File: src/rtl/mini16_io_regs_if.sv
// CPU-side register bus for mini16_io_regs: a write port (we/w_addr/w_data)
// and a read port (r_addr in, registered r_data out).
interface mini16_io_regs_if #(
  parameter int WIDTH_D      = 16,
  parameter int DEPTH_IO_REG = 5
);
  logic                    we;
  logic [DEPTH_IO_REG-1:0] w_addr;
  logic [WIDTH_D-1:0]      w_data;
  logic [DEPTH_IO_REG-1:0] r_addr;
  logic [WIDTH_D-1:0]      r_data;

  modport master (
    output we, w_addr, w_data, r_addr,
    input  r_data
  );

  modport slave (
    input  we, w_addr, w_data, r_addr,
    output r_data
  );
endinterface

File: src/rtl/mini16_io_regs.sv
// mini16_io_regs: memory-mapped I/O register block for mini16 SoCs.
// GPIO output registers with readback, a TX byte FIFO drained into uart_io
// by a handshake FSM, and status/level registers for the CPU.
// Optional IRQ output and mask register: define MINI16_IO_IRQ_EN.
module mini16_io_regs #(
  parameter int WIDTH_D       = 16,
  parameter int DEPTH_IO_REG  = 5,
  parameter int NUM_GPIO_OUT  = 2,
  parameter int DEPTH_TX_FIFO = 3,
  parameter int BUSY_TIMEOUT  = 4
) (
  input  logic                            clk,
  input  logic                            reset,
  mini16_io_regs_if.slave                 bus,
  output logic [NUM_GPIO_OUT*WIDTH_D-1:0] gpio_out,
  output logic [7:0]                      tx_data,
  output logic                            tx_we,
  input  logic                            tx_busy
`ifdef MINI16_IO_IRQ_EN
  ,
  output logic                            irq
`endif
);

  localparam int FIFO_ENTRIES = 1 << DEPTH_TX_FIFO;
  localparam int TO_W         = (BUSY_TIMEOUT > 2) ? $clog2(BUSY_TIMEOUT) : 1;

  localparam logic [DEPTH_IO_REG-1:0] ADDR_STATUS  = DEPTH_IO_REG'(0);
  localparam logic [DEPTH_IO_REG-1:0] ADDR_LEVEL   = DEPTH_IO_REG'(1);
  localparam logic [DEPTH_IO_REG-1:0] ADDR_TX_PUSH = DEPTH_IO_REG'(16);
  localparam logic [DEPTH_IO_REG-1:0] ADDR_TX_CLR  = DEPTH_IO_REG'(17);
`ifdef MINI16_IO_IRQ_EN
  localparam logic [DEPTH_IO_REG-1:0] ADDR_IRQ_MASK = DEPTH_IO_REG'(18);
`endif

  typedef enum logic [1:0] {
    ST_IDLE,
    ST_WAIT_BUSY,
    ST_WAIT_DONE
  } state_t;

  // Stage-1 write registers
  logic                    we_q;
  logic [DEPTH_IO_REG-1:0] w_addr_q;
  logic [WIDTH_D-1:0]      w_data_q;

  // GPIO registers
  logic [NUM_GPIO_OUT-1:0][WIDTH_D-1:0] gpio_q, gpio_d;

  // TX FIFO
  logic [7:0]             fifo_mem [FIFO_ENTRIES];
  logic [DEPTH_TX_FIFO:0] wr_ptr_q, wr_ptr_d;
  logic [DEPTH_TX_FIFO:0] rd_ptr_q, rd_ptr_d;
  logic [DEPTH_TX_FIFO:0] fifo_level;
  logic                   overflow_q, overflow_d;
  logic                   fifo_empty, fifo_full;
  logic                   push_req, clear_req, push_ok, pop;
  logic [7:0]             fifo_head;

  // Drain FSM
  state_t          state_q, state_d;
  logic            tx_we_q, tx_we_d;
  logic [7:0]      tx_data_q, tx_data_d;
  logic [TO_W-1:0] to_cnt_q, to_cnt_d;

  // Read port
  logic [WIDTH_D-1:0] r_data_d, r_data_q;
  logic               status_busy;

`ifdef MINI16_IO_IRQ_EN
  logic [1:0] mask_q, mask_d;
  logic       tx_done_empty_q, tx_done_empty_d;
  logic       irq_q, irq_d;
`endif

  // Decode of the stage-1 write and FIFO flags; a pop only happens from IDLE
  // and a clear beats both push and pop on the same edge.
  always_comb begin
    push_req   = we_q && (w_addr_q == ADDR_TX_PUSH);
    clear_req  = we_q && (w_addr_q == ADDR_TX_CLR);
    fifo_empty = (wr_ptr_q == rd_ptr_q);
    fifo_full  = (wr_ptr_q[DEPTH_TX_FIFO] != rd_ptr_q[DEPTH_TX_FIFO]) &&
                 (wr_ptr_q[DEPTH_TX_FIFO-1:0] == rd_ptr_q[DEPTH_TX_FIFO-1:0]);
    fifo_level = wr_ptr_q - rd_ptr_q;
    fifo_head  = fifo_mem[rd_ptr_q[DEPTH_TX_FIFO-1:0]];
    pop        = (state_q == ST_IDLE) && !fifo_empty && !tx_busy && !clear_req;
    push_ok    = push_req && !clear_req && (!fifo_full || pop);
  end

  // Next FIFO pointers and sticky overflow flag.
  always_comb begin
    wr_ptr_d   = wr_ptr_q;
    rd_ptr_d   = rd_ptr_q;
    overflow_d = overflow_q;
    if (clear_req) begin
      wr_ptr_d   = '0;
      rd_ptr_d   = '0;
      overflow_d = 1'b0;
    end else begin
      if (push_ok)
        wr_ptr_d = wr_ptr_q + 1'b1;
      if (push_req && !push_ok)
        overflow_d = 1'b1;
      if (pop)
        rd_ptr_d = rd_ptr_q + 1'b1;
    end
  end

  // Drain FSM next state: issue one strobe per byte, wait for uart_io to
  // go busy (or give up after BUSY_TIMEOUT cycles), then wait for it to finish.
  always_comb begin
    state_d   = state_q;
    tx_we_d   = 1'b0;
    tx_data_d = tx_data_q;
    to_cnt_d  = to_cnt_q;
    case (state_q)
      ST_IDLE: begin
        if (pop) begin
          tx_data_d = fifo_head;
          tx_we_d   = 1'b1;
          to_cnt_d  = '0;
          state_d   = ST_WAIT_BUSY;
        end
      end
      ST_WAIT_BUSY: begin
        if (tx_busy)
          state_d = ST_WAIT_DONE;
        else if (to_cnt_q == TO_W'(BUSY_TIMEOUT - 1))
          state_d = ST_IDLE;
        else
          to_cnt_d = to_cnt_q + TO_W'(1);
      end
      ST_WAIT_DONE: begin
        if (!tx_busy)
          state_d = ST_IDLE;
      end
      default: state_d = ST_IDLE;
    endcase
  end

  // GPIO writes from the stage-1 registers.
  always_comb begin
    gpio_d = gpio_q;
    for (int g = 0; g < NUM_GPIO_OUT; g++) begin
      if (we_q && (w_addr_q == DEPTH_IO_REG'(g + 1)))
        gpio_d[g] = w_data_q;
    end
  end

  // Read mux; unmapped addresses return zero.
  always_comb begin
    status_busy = tx_busy || !fifo_empty || (state_q != ST_IDLE);
    r_data_d    = '0;
    if (bus.r_addr == ADDR_STATUS) begin
      r_data_d[0] = status_busy;
      r_data_d[1] = fifo_full;
      r_data_d[2] = overflow_q;
    end else if (bus.r_addr == ADDR_LEVEL) begin
      r_data_d = WIDTH_D'(fifo_level);
    end
    for (int g = 0; g < NUM_GPIO_OUT; g++) begin
      if (bus.r_addr == DEPTH_IO_REG'(g + 2))
        r_data_d = gpio_q[g];
    end
`ifdef MINI16_IO_IRQ_EN
    if (bus.r_addr == ADDR_IRQ_MASK)
      r_data_d = WIDTH_D'(mask_q);
`endif
  end

`ifdef MINI16_IO_IRQ_EN
  // IRQ mask, sticky TX-done-empty flag and the registered interrupt line.
  always_comb begin
    mask_d = mask_q;
    if (we_q && (w_addr_q == ADDR_IRQ_MASK))
      mask_d = w_data_q[1:0];
    tx_done_empty_d = tx_done_empty_q;
    if ((state_q != ST_IDLE) && (state_d == ST_IDLE) && (wr_ptr_d == rd_ptr_d))
      tx_done_empty_d = 1'b1;
    if (push_req || clear_req)
      tx_done_empty_d = 1'b0;
    irq_d = (mask_d[0] && tx_done_empty_d) || (mask_d[1] && overflow_d);
  end

  // IRQ state registers.
  always_ff @(posedge clk or posedge reset) begin
    if (reset) begin
      mask_q          <= '0;
      tx_done_empty_q <= 1'b0;
      irq_q           <= 1'b0;
    end else begin
      mask_q          <= mask_d;
      tx_done_empty_q <= tx_done_empty_d;
      irq_q           <= irq_d;
    end
  end

  assign irq = irq_q;
`endif

  // Stage-1 write pipeline register.
  always_ff @(posedge clk or posedge reset) begin
    if (reset) begin
      we_q     <= 1'b0;
      w_addr_q <= '0;
      w_data_q <= '0;
    end else begin
      we_q     <= bus.we;
      w_addr_q <= bus.w_addr;
      w_data_q <= bus.w_data;
    end
  end

  // FIFO storage; contents need no reset since the pointers define validity.
  always_ff @(posedge clk) begin
    if (push_ok)
      fifo_mem[wr_ptr_q[DEPTH_TX_FIFO-1:0]] <= w_data_q[7:0];
  end

  // FIFO pointers, overflow, GPIO and read data registers.
  always_ff @(posedge clk or posedge reset) begin
    if (reset) begin
      wr_ptr_q   <= '0;
      rd_ptr_q   <= '0;
      overflow_q <= 1'b0;
      gpio_q     <= '0;
      r_data_q   <= '0;
    end else begin
      wr_ptr_q   <= wr_ptr_d;
      rd_ptr_q   <= rd_ptr_d;
      overflow_q <= overflow_d;
      gpio_q     <= gpio_d;
      r_data_q   <= r_data_d;
    end
  end

  // Drain FSM state with its registered outputs.
  always_ff @(posedge clk or posedge reset) begin
    if (reset) begin
      state_q   <= ST_IDLE;
      tx_we_q   <= 1'b0;
      tx_data_q <= '0;
      to_cnt_q  <= '0;
    end else begin
      state_q   <= state_d;
      tx_we_q   <= tx_we_d;
      tx_data_q <= tx_data_d;
      to_cnt_q  <= to_cnt_d;
    end
  end

  assign gpio_out   = gpio_q;
  assign tx_data    = tx_data_q;
  assign tx_we      = tx_we_q;
  assign bus.r_data = r_data_q;

endmodule

File: src/flat_wrapper.sv
// flat-port wrapper written by rule: the top's interface ports become plain ports
module mini16_io_regs_flat 
#(
  parameter int WIDTH_D       = 16,
  parameter int DEPTH_IO_REG  = 5,
  parameter int NUM_GPIO_OUT  = 2,
  parameter int DEPTH_TX_FIFO = 3,
  parameter int BUSY_TIMEOUT  = 4
)
  (clk, reset, gpio_out, tx_data, tx_we, tx_busy, bus_we, bus_w_addr, bus_w_data, bus_r_addr, bus_r_data);
  mini16_io_regs_if #(.WIDTH_D(WIDTH_D), .DEPTH_IO_REG(DEPTH_IO_REG)) bus_i ();
  input  logic clk;
  input  logic reset;
  output logic [NUM_GPIO_OUT*WIDTH_D-1:0] gpio_out;
  output logic [7:0] tx_data;
  output logic tx_we;
  input  logic tx_busy;
  input wire logic [$bits(bus_i.we)-1:0] bus_we;
  input wire logic [$bits(bus_i.w_addr)-1:0] bus_w_addr;
  input wire logic [$bits(bus_i.w_data)-1:0] bus_w_data;
  input wire logic [$bits(bus_i.r_addr)-1:0] bus_r_addr;
  output wire logic [$bits(bus_i.r_data)-1:0] bus_r_data;
  assign bus_i.we = bus_we;
  assign bus_i.w_addr = bus_w_addr;
  assign bus_i.w_data = bus_w_data;
  assign bus_i.r_addr = bus_r_addr;
  assign bus_r_data = bus_i.r_data;
  mini16_io_regs #(.WIDTH_D(WIDTH_D), .DEPTH_IO_REG(DEPTH_IO_REG), .NUM_GPIO_OUT(NUM_GPIO_OUT), .DEPTH_TX_FIFO(DEPTH_TX_FIFO), .BUSY_TIMEOUT(BUSY_TIMEOUT)) u_core (.clk(clk), .reset(reset), .bus(bus_i), .gpio_out(gpio_out), .tx_data(tx_data), .tx_we(tx_we), .tx_busy(tx_busy));
endmodule
File: config.mk
export PLATFORM = sky130hd
export DESIGN_NAME = mini16_io_regs_flat
export DESIGN_NICKNAME = d
export VERILOG_FILES = /design/src/rtl/mini16_io_regs_if.sv /design/src/rtl/mini16_io_regs.sv /design/src/flat_wrapper.sv
export SDC_FILE = /design/constraint.sdc
export NUM_CORES = 1
export LEC_CHECK = 0
export CAP_MARGIN = 20
export CORE_MARGIN = 5
export CORE_UTILIZATION = 54
export CTS_CLUSTER_SIZE = 12
export DETAILED_ROUTE_END_ITERATION = 12
export MAX_ROUTING_LAYER = met4
export PLACE_DENSITY = 0.81
export SYNTH_ARGS = -nofsm -noshare
export SYNTH_HDL_FRONTEND = slang
export SYNTH_SLANG_ARGS = --single-unit
File: constraint.sdc
create_clock -name clk -period 4.3 [get_ports clk]
set_input_delay 1.29 -clock clk [delete_from_list [all_inputs] [get_ports clk]]
set_output_delay 1.29 -clock clk [all_outputs]
set_load 0.1 [all_outputs]
# [Word level (Yosys, flattened, before mapping)]
# Memories as Yosys holds them, arrays and structs flattened. A register that Yosys moved wholly into a read port is not among the register bits.
# Index checks and enable logic that the tools add are counted.
[word_totals] regBits=84 ramBits=64 mem_count=1
[memory_table] name="u_core.fifo_mem" depth=8 width=8 rd=1 rd_clocked_by_memory_dff=1 wr=1 line_no="mini16_io_regs.sv:51" source="logic [7:0] fifo_mem [FIFO_ENTRIES];"
[op_classes] n_addsub=4 n_eq_ne=18 n_mux=24 reduce_logical=29
[op_table] cell="two-way mux 16 bit" count=2
[op_table] cell="two-way mux 4 bit" count=5
[op_table] cell="== test 5 x 2 -> 1 bit, second input constant" count=3
[op_table] cell="two-way mux 2 bit" count=7
[op_table] cell="logical AND 1 bit" count=11
[op_table] cell="== test 5 x 1 -> 1 bit, second input constant" count=2
[op_table] cell="== test 5 bit, second input constant" count=2
[op_table] cell="nonzero test 2 bit" count=5
[op_table] cell="adder 4 x 1 -> 4 bit, second input constant" count=2
[op_table] cell="two-way mux 1 bit" count=7
[op_table] cell="inequality test 2 bit, second input constant" count=3
[op_table] cell="case mux 2 bit (3 select lines)" count=1
[op_table] cell="zero test 1 bit" count=5
[op_table] cell="zero test 5 bit" count=1
[op_table] cell="== test 2 bit, second input constant" count=2
[op_table] cell="== test 4 bit" count=1
[op_table] cell="case mux 2 bit (2 select lines)" count=1
[op_table] cell="AND reduction 4 bit" count=1
[op_table] cell="subtractor 4 bit" count=1
[op_table] cell="== test 3 bit" count=1
[op_table] cell="logical OR 1 bit" count=3
[op_table] cell="two-way mux 3 bit" count=1
[op_table] cell="inequality test 3 x 2 -> 1 bit, second input constant" count=1
[op_table] cell="AND reduction 3 bit" count=1
[op_table] cell="other kinds (6)" count=6

# [Logic depth before layout (Yosys ltp)]
# Gate-level depths: netlist of the first run.
[depth] word_depth=11 mapped_depth=9 mapped_depth_nobuf=7

# [Least setup slack after synthesis of the first run]
# Ideal clock, no wire load.
[synth_timing] path_type="input-to-reg" startpoint="in tx_busy" endpoint="mem u_core.fifo_mem[0][0] (enable)" arrival_time_ps=2869 path_slack_ps=1037 path_stages=5 n_path_buf=1 cell_sequence="nor3_4 -> o311ai_4 -> or2_1 -> buf_6 -> nor4_1"
[synth_via] elab_chain_len=7
[synth_rtl] item="start, declared" line_no="flat_wrapper.sv:17" source="input logic tx_busy;"
[synth_rtl] item="zero test 1 bit" line_no="mini16_io_regs.sv:86" source="pop = (state_q == ST_IDLE) && !fifo_empty && !tx_busy && !clear_req;"
[synth_rtl] item="logical AND 1 bit (2 in series)" line_no="mini16_io_regs.sv:86"
[synth_rtl] item="logical OR 1 bit" line_no="mini16_io_regs.sv:87" source="push_ok = push_req && !clear_req && (!fifo_full || pop);"
[synth_rtl] item="logical AND 1 bit" line_no="mini16_io_regs.sv:87"
[synth_rtl] item="two-way mux 1 bit" line_no="mini16_io_regs.sv:216" source="if (push_ok)"
[synth_rtl] item="two-way mux 1 bit (not written as such)" line_no="mini16_io_regs.sv:217" source="fifo_mem[wr_ptr_q[DEPTH_TX_FIFO-1:0]] <= w_data_q[7:0];"
[synth_rtl] item="end, declared" line_no="mini16_io_regs.sv:51"
# No other way between the ends.

# [Worst setup path after layout of the first run]
[layout_timing] startpoint="reg u_core.gpio_q (netlist bit u_core.gpio_out[17])" endpoint="out gpio_out[17]"
[layout_rtl] item="start, declared" line_no="mini16_io_regs.sv:48" source="logic [NUM_GPIO_OUT-1:0][WIDTH_D-1:0] gpio_q, gpio_d;"
[layout_rtl] item="start signal, assigned" line_no="mini16_io_regs.sv:232" source="gpio_q <= gpio_d;"
[layout_rtl] item="end, declared" line_no="flat_wrapper.sv:14" source="output logic [NUM_GPIO_OUT*WIDTH_D-1:0] gpio_out;"
# No word-level cell between the ends.

==> flow_metrics.py, run 1 <==
metrics = {
    "final_layout": {
        "mostFrequentLayoutCell": "dfrtp_1",
        "antenna_cells": 0,
        "drive_above_1_share": 0.223,
        "finalInstanceArea_sq_mm": 0.00773,
        "layout_common_cells": "dfrtp_1, clkdlybuf4s50_1, edfxtp_1",
        "fin_util": 0.704,
        "stdcell_count": 619,
        "fin_nets": 503,
        "syn_to_final_growth_pct": 26.3,
    },
    "clock_tree": {
        "htree_levels": 4,
        "worstSkewPairLatency_ns": 0.42,
        "cts_buffer_depth": 2,
        "cts.sinks": 156,
        "cts.clk_slew.worst_paths_ns": 0.06,
        "cts_made_buffers": 17,
        "postCtsSetupBuffers": 0,
        "cts-hold-fix-buffers": 0,
        "cts_tree": "yes",
        "root_buffer": "clkbuf_16",
        "cts-resized-gates": 0,
    },
    "critical_path": {
        "regToRegSetupSlack_ns": 1.64,
        "critPathLaunch": "u_core.gpio_out[17]",
        "r2r-start": "u_core.rd_ptr_q[2]",
        "cpPeakStageDelay_ns": 1.17,
        "slowest_stage": "clkdlybuf4s50_1",
        "worstPathMaxFanout": 3,
        "path_depth": 1,
        "cp_cell_sequence": "clkdlybuf4s50_1",
        "criticalPathCategory": "reg -> out",
        "r2r_cells": 7,
        "critical_path.top_delay_family": "buffers and inverters",
        "endpoint_kind": "output port",
        "required_ns": 3.01,
        "rr_endpoint": "u_core.fifo_mem[2][3]",
        "arrival_ns": 1.99,
        "cp.buffers_inverters": 1,
        "cp-start-kind": "register",
        "endpoint": "gpio_out[17]",
    },
    "floorplan": {
        "dieHeight_um": 116,
        "rows": 38,
        "dieArea_sq_mm": 0.0136,
        "start_util": 0.557,
        "die_w_um": 116,
        "core_sq_mm": 0.0110,
        "io_pins": 87,
    },
    "timing": {
        "fin_tns_setup_ns": 0,
        "setup_viol": 0,
        "hold_viol_final": 0,
        "skew_ns": 0.00815,
        "worst_pin_slew_ns": 1.02,
        "fin_crit_sh": 0.763,
        "setup_ws_ns": 1.02,
        "slew_headroom": 0.320,
        "finalCriticalPeriod_ns": 3.28,
        "rsz0062_at_grt": "false",
        "slew_violations": 0,
        "fmax_ghz": 0.305,
        "whs_ns": 0.499,
    },
    "placed_design": {
        "port_buffers": 86,
        "placed_cells": 587,
        "dp_hpwl_mm": 8.46,
        "dpl_worst_slack_ns": 0.975,
        "gp_congestion": 0.810,
        "place_area_sq_mm": 0.00716,
    },
    "logic_synthesis": {
        "synth_edf_count": 64,
        "yosysTopAreaCell": "dfrtp_1",
        "yosys_warnings": 0,
        "yosysSeqAreaShare": 0.690,
        "synth_area_per_cell_sq_um": 16.9,
        "netlist_instances": 363,
        "ys_top_cells_by_area": "dfrtp_1, edfxtp_1, mux2_2",
        "synthArstFlopShare": 0.590,
        "synth_top_area_frac": 0.376,
        "syn_nets": 400,
        "syn_area_sq_mm": 0.00612,
        "ys_seq_elements": 156,
        "synth_flop_cell": "dfrtp_1",
        "ys_types": 50,
    },
    "detailed_routing": {
        "wl_per_cell_um": 20.0,
        "vias_per_cell": 5.56,
        "drtAntennaViolNets": 0,
        "drc": 0,
        "routed_wl_mm": 12.4,
        "drt_pass1_iterations": 4,
        "drtIter0Drc": 148,
        "routed-via-count": 3442,
    },
    "grt": {
        "grt_pass1_vias": 3861,
        "antenna_found_initial": 0,
        "grt_pass1_wl_mm": 20.5,
        "gr-total-overflow": 0,
        "grt_max_degree": 50,
        "grt_use_total": 0.211,
    },
    "power_and_ir_drop": {
        "power_mw": 5.09,
        "power.density_mw_per_mm2": 659,
        "power_leakage_nw": 3.13,
        "ir_drop_mv": 0.555,
    },
    "run": {
        "maxCapViolCount": 0,
    },
    "status": {
        "run_status": "finished clean",
    },
    "hold_path": {
        "hold_class": "reg -> reg",
        "min_path_cells": 1,
    },
}
## cells by family (layout without fill, tap and decap cells)
family	after synthesis	after routing	synth area share
flops	156	156	0.690
simple gates	75	75	0.0666
mux	62	62	0.149
compound gates	33	33	0.0446
buf+inv	23	139	0.0215
fa+ha+maj	7	7	0.0155
xor+xnor	7	7	0.0125
## registers in the layout, indices dropped and copies added (netlist names)
register / count
u_core.gpio_out: 32
u_core.overflow_q: 1
u_core.tx_data: 8
u_core.we_q: 1
u_core.w_data_q: 16
u_core.rd_ptr_q: 4
u_core.to_cnt_q: 2
u_core.fifo_mem: 64
u_core.tx_we: 1
u_core.state_q: 2
u_core.w_addr_q: 5
u_core.wr_ptr_q: 4
u_core.bus.r_data: 16
## worst min-delay path by stage
stage / startpoint / to / slack (ns)
final: u_core.to_cnt_q[0] / u_core.to_cnt_q[0] / 0.50
after global routing: u_core.w_data_q[14] / u_core.gpio_out[14] / 0.52
after CTS: u_core.w_data_q[14] / u_core.gpio_out[30] / 0.50
after detailed placement: u_core.w_data_q[10] / u_core.gpio_out[10] / 0.49
after global placement: u_core.to_cnt_q[0] / u_core.to_cnt_q[0] / 0.47
after floorplan: u_core.to_cnt_q[0] / u_core.to_cnt_q[0] / 0.46
## synthesized netlist by cell type (2+ instances only)
cell type	number
and3_1	2
o211ai_1	4
and2_1	3
or4_1	2
dfrtp_1	92
or3_1	4
buf_6	2
a21oi_1	3
o21ai_2	3
o21ai_0	2
mux4_1	6
ha_1	6
edfxtp_1	64
nor4_1	2
a31oi_1	2
a211oi_1	3
a22o_1	12
nor2_1	8
mux4_2	11
mux2_4	2
mux2_2	39
buf_2	5
mux2i_1	4
clkbuf_1	3
xor2_1	4
buf_4	2
nor3_1	8
nand3_1	2
nand2b_1	2
nand2_1	33
inv_1	9
## layout make-up
class                   count  area [sq um]
well taps                 140           175
clock buffers              21           450
clock inverters            11           119
repair buffers             97           956
fillers                   701          3250
inverters                  10          38.8
multi-input cells         184          1770
flip-flops and latches    156          4220
## power breakdown
group	total, mW	switching (mW)	internal (mW)	leakage, nW
registers	1.87	0.154	1.71	1.74
logic	1.79	1.22	0.574	1.11
clock network	1.43	0.565	0.867	0.279
## metal layers
metal  global-route usage  share of wire  up-vias
met3               0.0767          0.070       15
met5                    -              0        -
met4               0.0665          0.010        0
met1                0.262           0.41     1750
li1                     -              -     1568
met2                0.326           0.51      109
No activity file was read; power rests on OpenSTA's default activity.
==> run 2: changes to the inputs <==
clock period = 3.4 ns   (was 4.3 ns; I/O delays follow)
==> flow_metrics.py, run 2 (synthesis results as in run 1) <==
metrics = {
    "status": {
        "run_status": "finished clean",
    },
    "floorplan": {
        "core_sq_mm": 0.0110,
        "dieArea_sq_mm": 0.0136,
        "rows": 38,
        "dieHeight_um": 116,
        "die_w_um": 116,
        "io_pins": 87,
        "start_util": 0.557,
    },
    "timing": {
        "slew_headroom": 0.480,
        "setup_ws_ns": 0.625,
        "finalCriticalPeriod_ns": 2.77,
        "rsz0062_at_grt": "false",
        "setup_viol": 0,
        "worst_pin_slew_ns": 0.778,
        "fmax_ghz": 0.360,
        "slew_violations": 0,
        "hold_viol_final": 0,
        "fin_tns_setup_ns": 0,
        "skew_ns": 0.00578,
        "fin_crit_sh": 0.816,
    },
    "hold_path": {
        "hold_class": "reg -> reg",
        "min-delay-start": "u_core.to_cnt_q[0]",
        "min_path_cells": 1,
    },
    "detailed_routing": {
        "routed_wl_mm": 12.6,
        "routed-via-count": 3500,
        "drtIter0Drc": 199,
        "drtAntennaViolNets": 0,
        "met2RoutedLength_mm": 6.28,
        "met3_length_um": 999,
        "drt_pass1_iterations": 4,
        "drt-met1-wl_mm": 5.18,
        "drc": 0,
        "wl_per_cell_um": 20.3,
        "top_layer": "met4",
        "vias_per_cell": 5.65,
    },
    "grt": {
        "gr-total-overflow": 0,
        "grt_use_total": 0.214,
        "grt_pass1_vias": 3749,
        "grt_pass1_wl_mm": 20.7,
        "antenna_found_initial": 0,
        "grt_max_degree": 93,
    },
    "clock_tree": {
        "cts_buffer_depth": 2,
        "root_buffer": "clkbuf_16",
        "cts-resized-gates": 0,
        "cts.clk_slew.worst_paths_ns": 0.06,
        "cts.sinks": 156,
        "cts-hold-fix-buffers": 0,
        "cts_tree": "yes",
        "cts_made_buffers": 17,
        "worstSkewPairLatency_ns": 0.41,
        "postCtsSetupBuffers": 0,
        "htree_levels": 4,
    },
    "final_layout": {
        "finalInstanceArea_sq_mm": 0.00758,
        "syn_to_final_growth_pct": 23.8,
        "largest_reg_flops": 64,
        "fin_nets": 504,
        "antenna_cells": 0,
        "mostFrequentLayoutCell": "dfrtp_1",
        "layout_common_cells": "dfrtp_1, buf_4, edfxtp_1",
        "drive_above_1_share": 0.348,
    },
    "power_and_ir_drop": {
        "power_leakage_nw": 3.21,
        "power.density_mw_per_mm2": 833,
        "swShare": 0.391,
        "p_int_mw": 3.85,
        "power_mw": 6.32,
        "ir_drop_mv": 0.723,
        "seq_power_share": 0.375,
        "p_switching_mw": 2.47,
        "clockPowerShare": 0.274,
        "combPwrFrac": 0.351,
    },
    "critical_path": {
        "arrival_ns": 2.89,
        "r2r_cells": 7,
        "criticalPathCategory": "in -> reg",
        "required_ns": 3.52,
        "critPathLaunch": "tx_busy",
        "r2r-start": "u_core.rd_ptr_q[2]",
        "worstPathMaxFanout": 9,
        "cp-start-kind": "input port",
        "endpoint_kind": "register",
    },
    "placed_design": {
        "dpl_worst_slack_ns": 0.217,
        "port_buffers": 86,
        "gp_congestion": 0.878,
        "dp_hpwl_mm": 8.82,
        "place_area_sq_mm": 0.00703,
    },
    "run": {
        "maxCapViolCount": 0,
    },
}
==> run 2: cell count changes in the layout (fill, tap and decap cells not counted), sizes merged <==
cell / delta
buf: +58
bufinv: -2
clkbuf: -1
clkdlybuf4s50: -57
clkinv: -2
clkinvlp: +2
inv: +3
==> run 2: worst paths after layout <==
check                                   endpoint  slack (ns)
min in group asynchronous    u_core.gpio_out[13]        1.09
hold reg to reg               u_core.to_cnt_q[0]        0.49
setup reg to reg           u_core.fifo_mem[2][1]        0.67
hold / removal                u_core.to_cnt_q[0]        0.49
max in group asynchronous     u_core.w_data_q[3]        1.95
setup / recovery           u_core.fifo_mem[0][3]        0.63
==> run 2: metal layers <==
| metal | up-vias | track usage |
|---|---|---|
| li1 | 1572 | - |
| met1 | 1779 | 0.281 |
| met2 | 137 | 0.335 |
| met3 | 12 | 0.0585 |
| met4 | 0 | 0.0557 |
| met5 | - | - |
==> run 2: power by group through the flow <==
stage	sequential [mW]	combinational, mW	clock (mW)
after floorplan	3.31	0.848	0
after global placement	2.39	2.18	0
after detailed placement	2.40	2.23	0
after CTS	2.37	2.24	1.77
after global routing	2.41	2.35	1.85
final	2.37	2.22	1.73
==> run 2: layout make-up <==
type	count	area [sq um]
Clock buffer	20	468
Clock inverter	12	85.1
Fill cell	699	3400
Inverter	10	41.3
Multi-Input combinational cell	184	1770
Sequential cell	156	4220
Tap cell	140	175
Timing Repair Buffer	98	821
==> run 2: metrics by stage <==
step / util / instances / hold WS, ns
3_5_place_dp: 0.640 / 588 / 0.484
3_3_place_gp: 0.640 / 588 / 0.469
2_1_floorplan: - / 363 / 0.457
5_1_grt: 0.690 / 620 / 0.516
6_report: 0.690 / 620 / 0.490
4_1_cts: 0.690 / 620 / 0.492
==> run 2: critical path, cell delays in order <==
cell	delay, ns
clkdlybuf4s50_1	0.48
nor3_4	0.31
o311ai_4	0.20
or2_1	0.38
nor4_1	0.26
buf_4	0.23
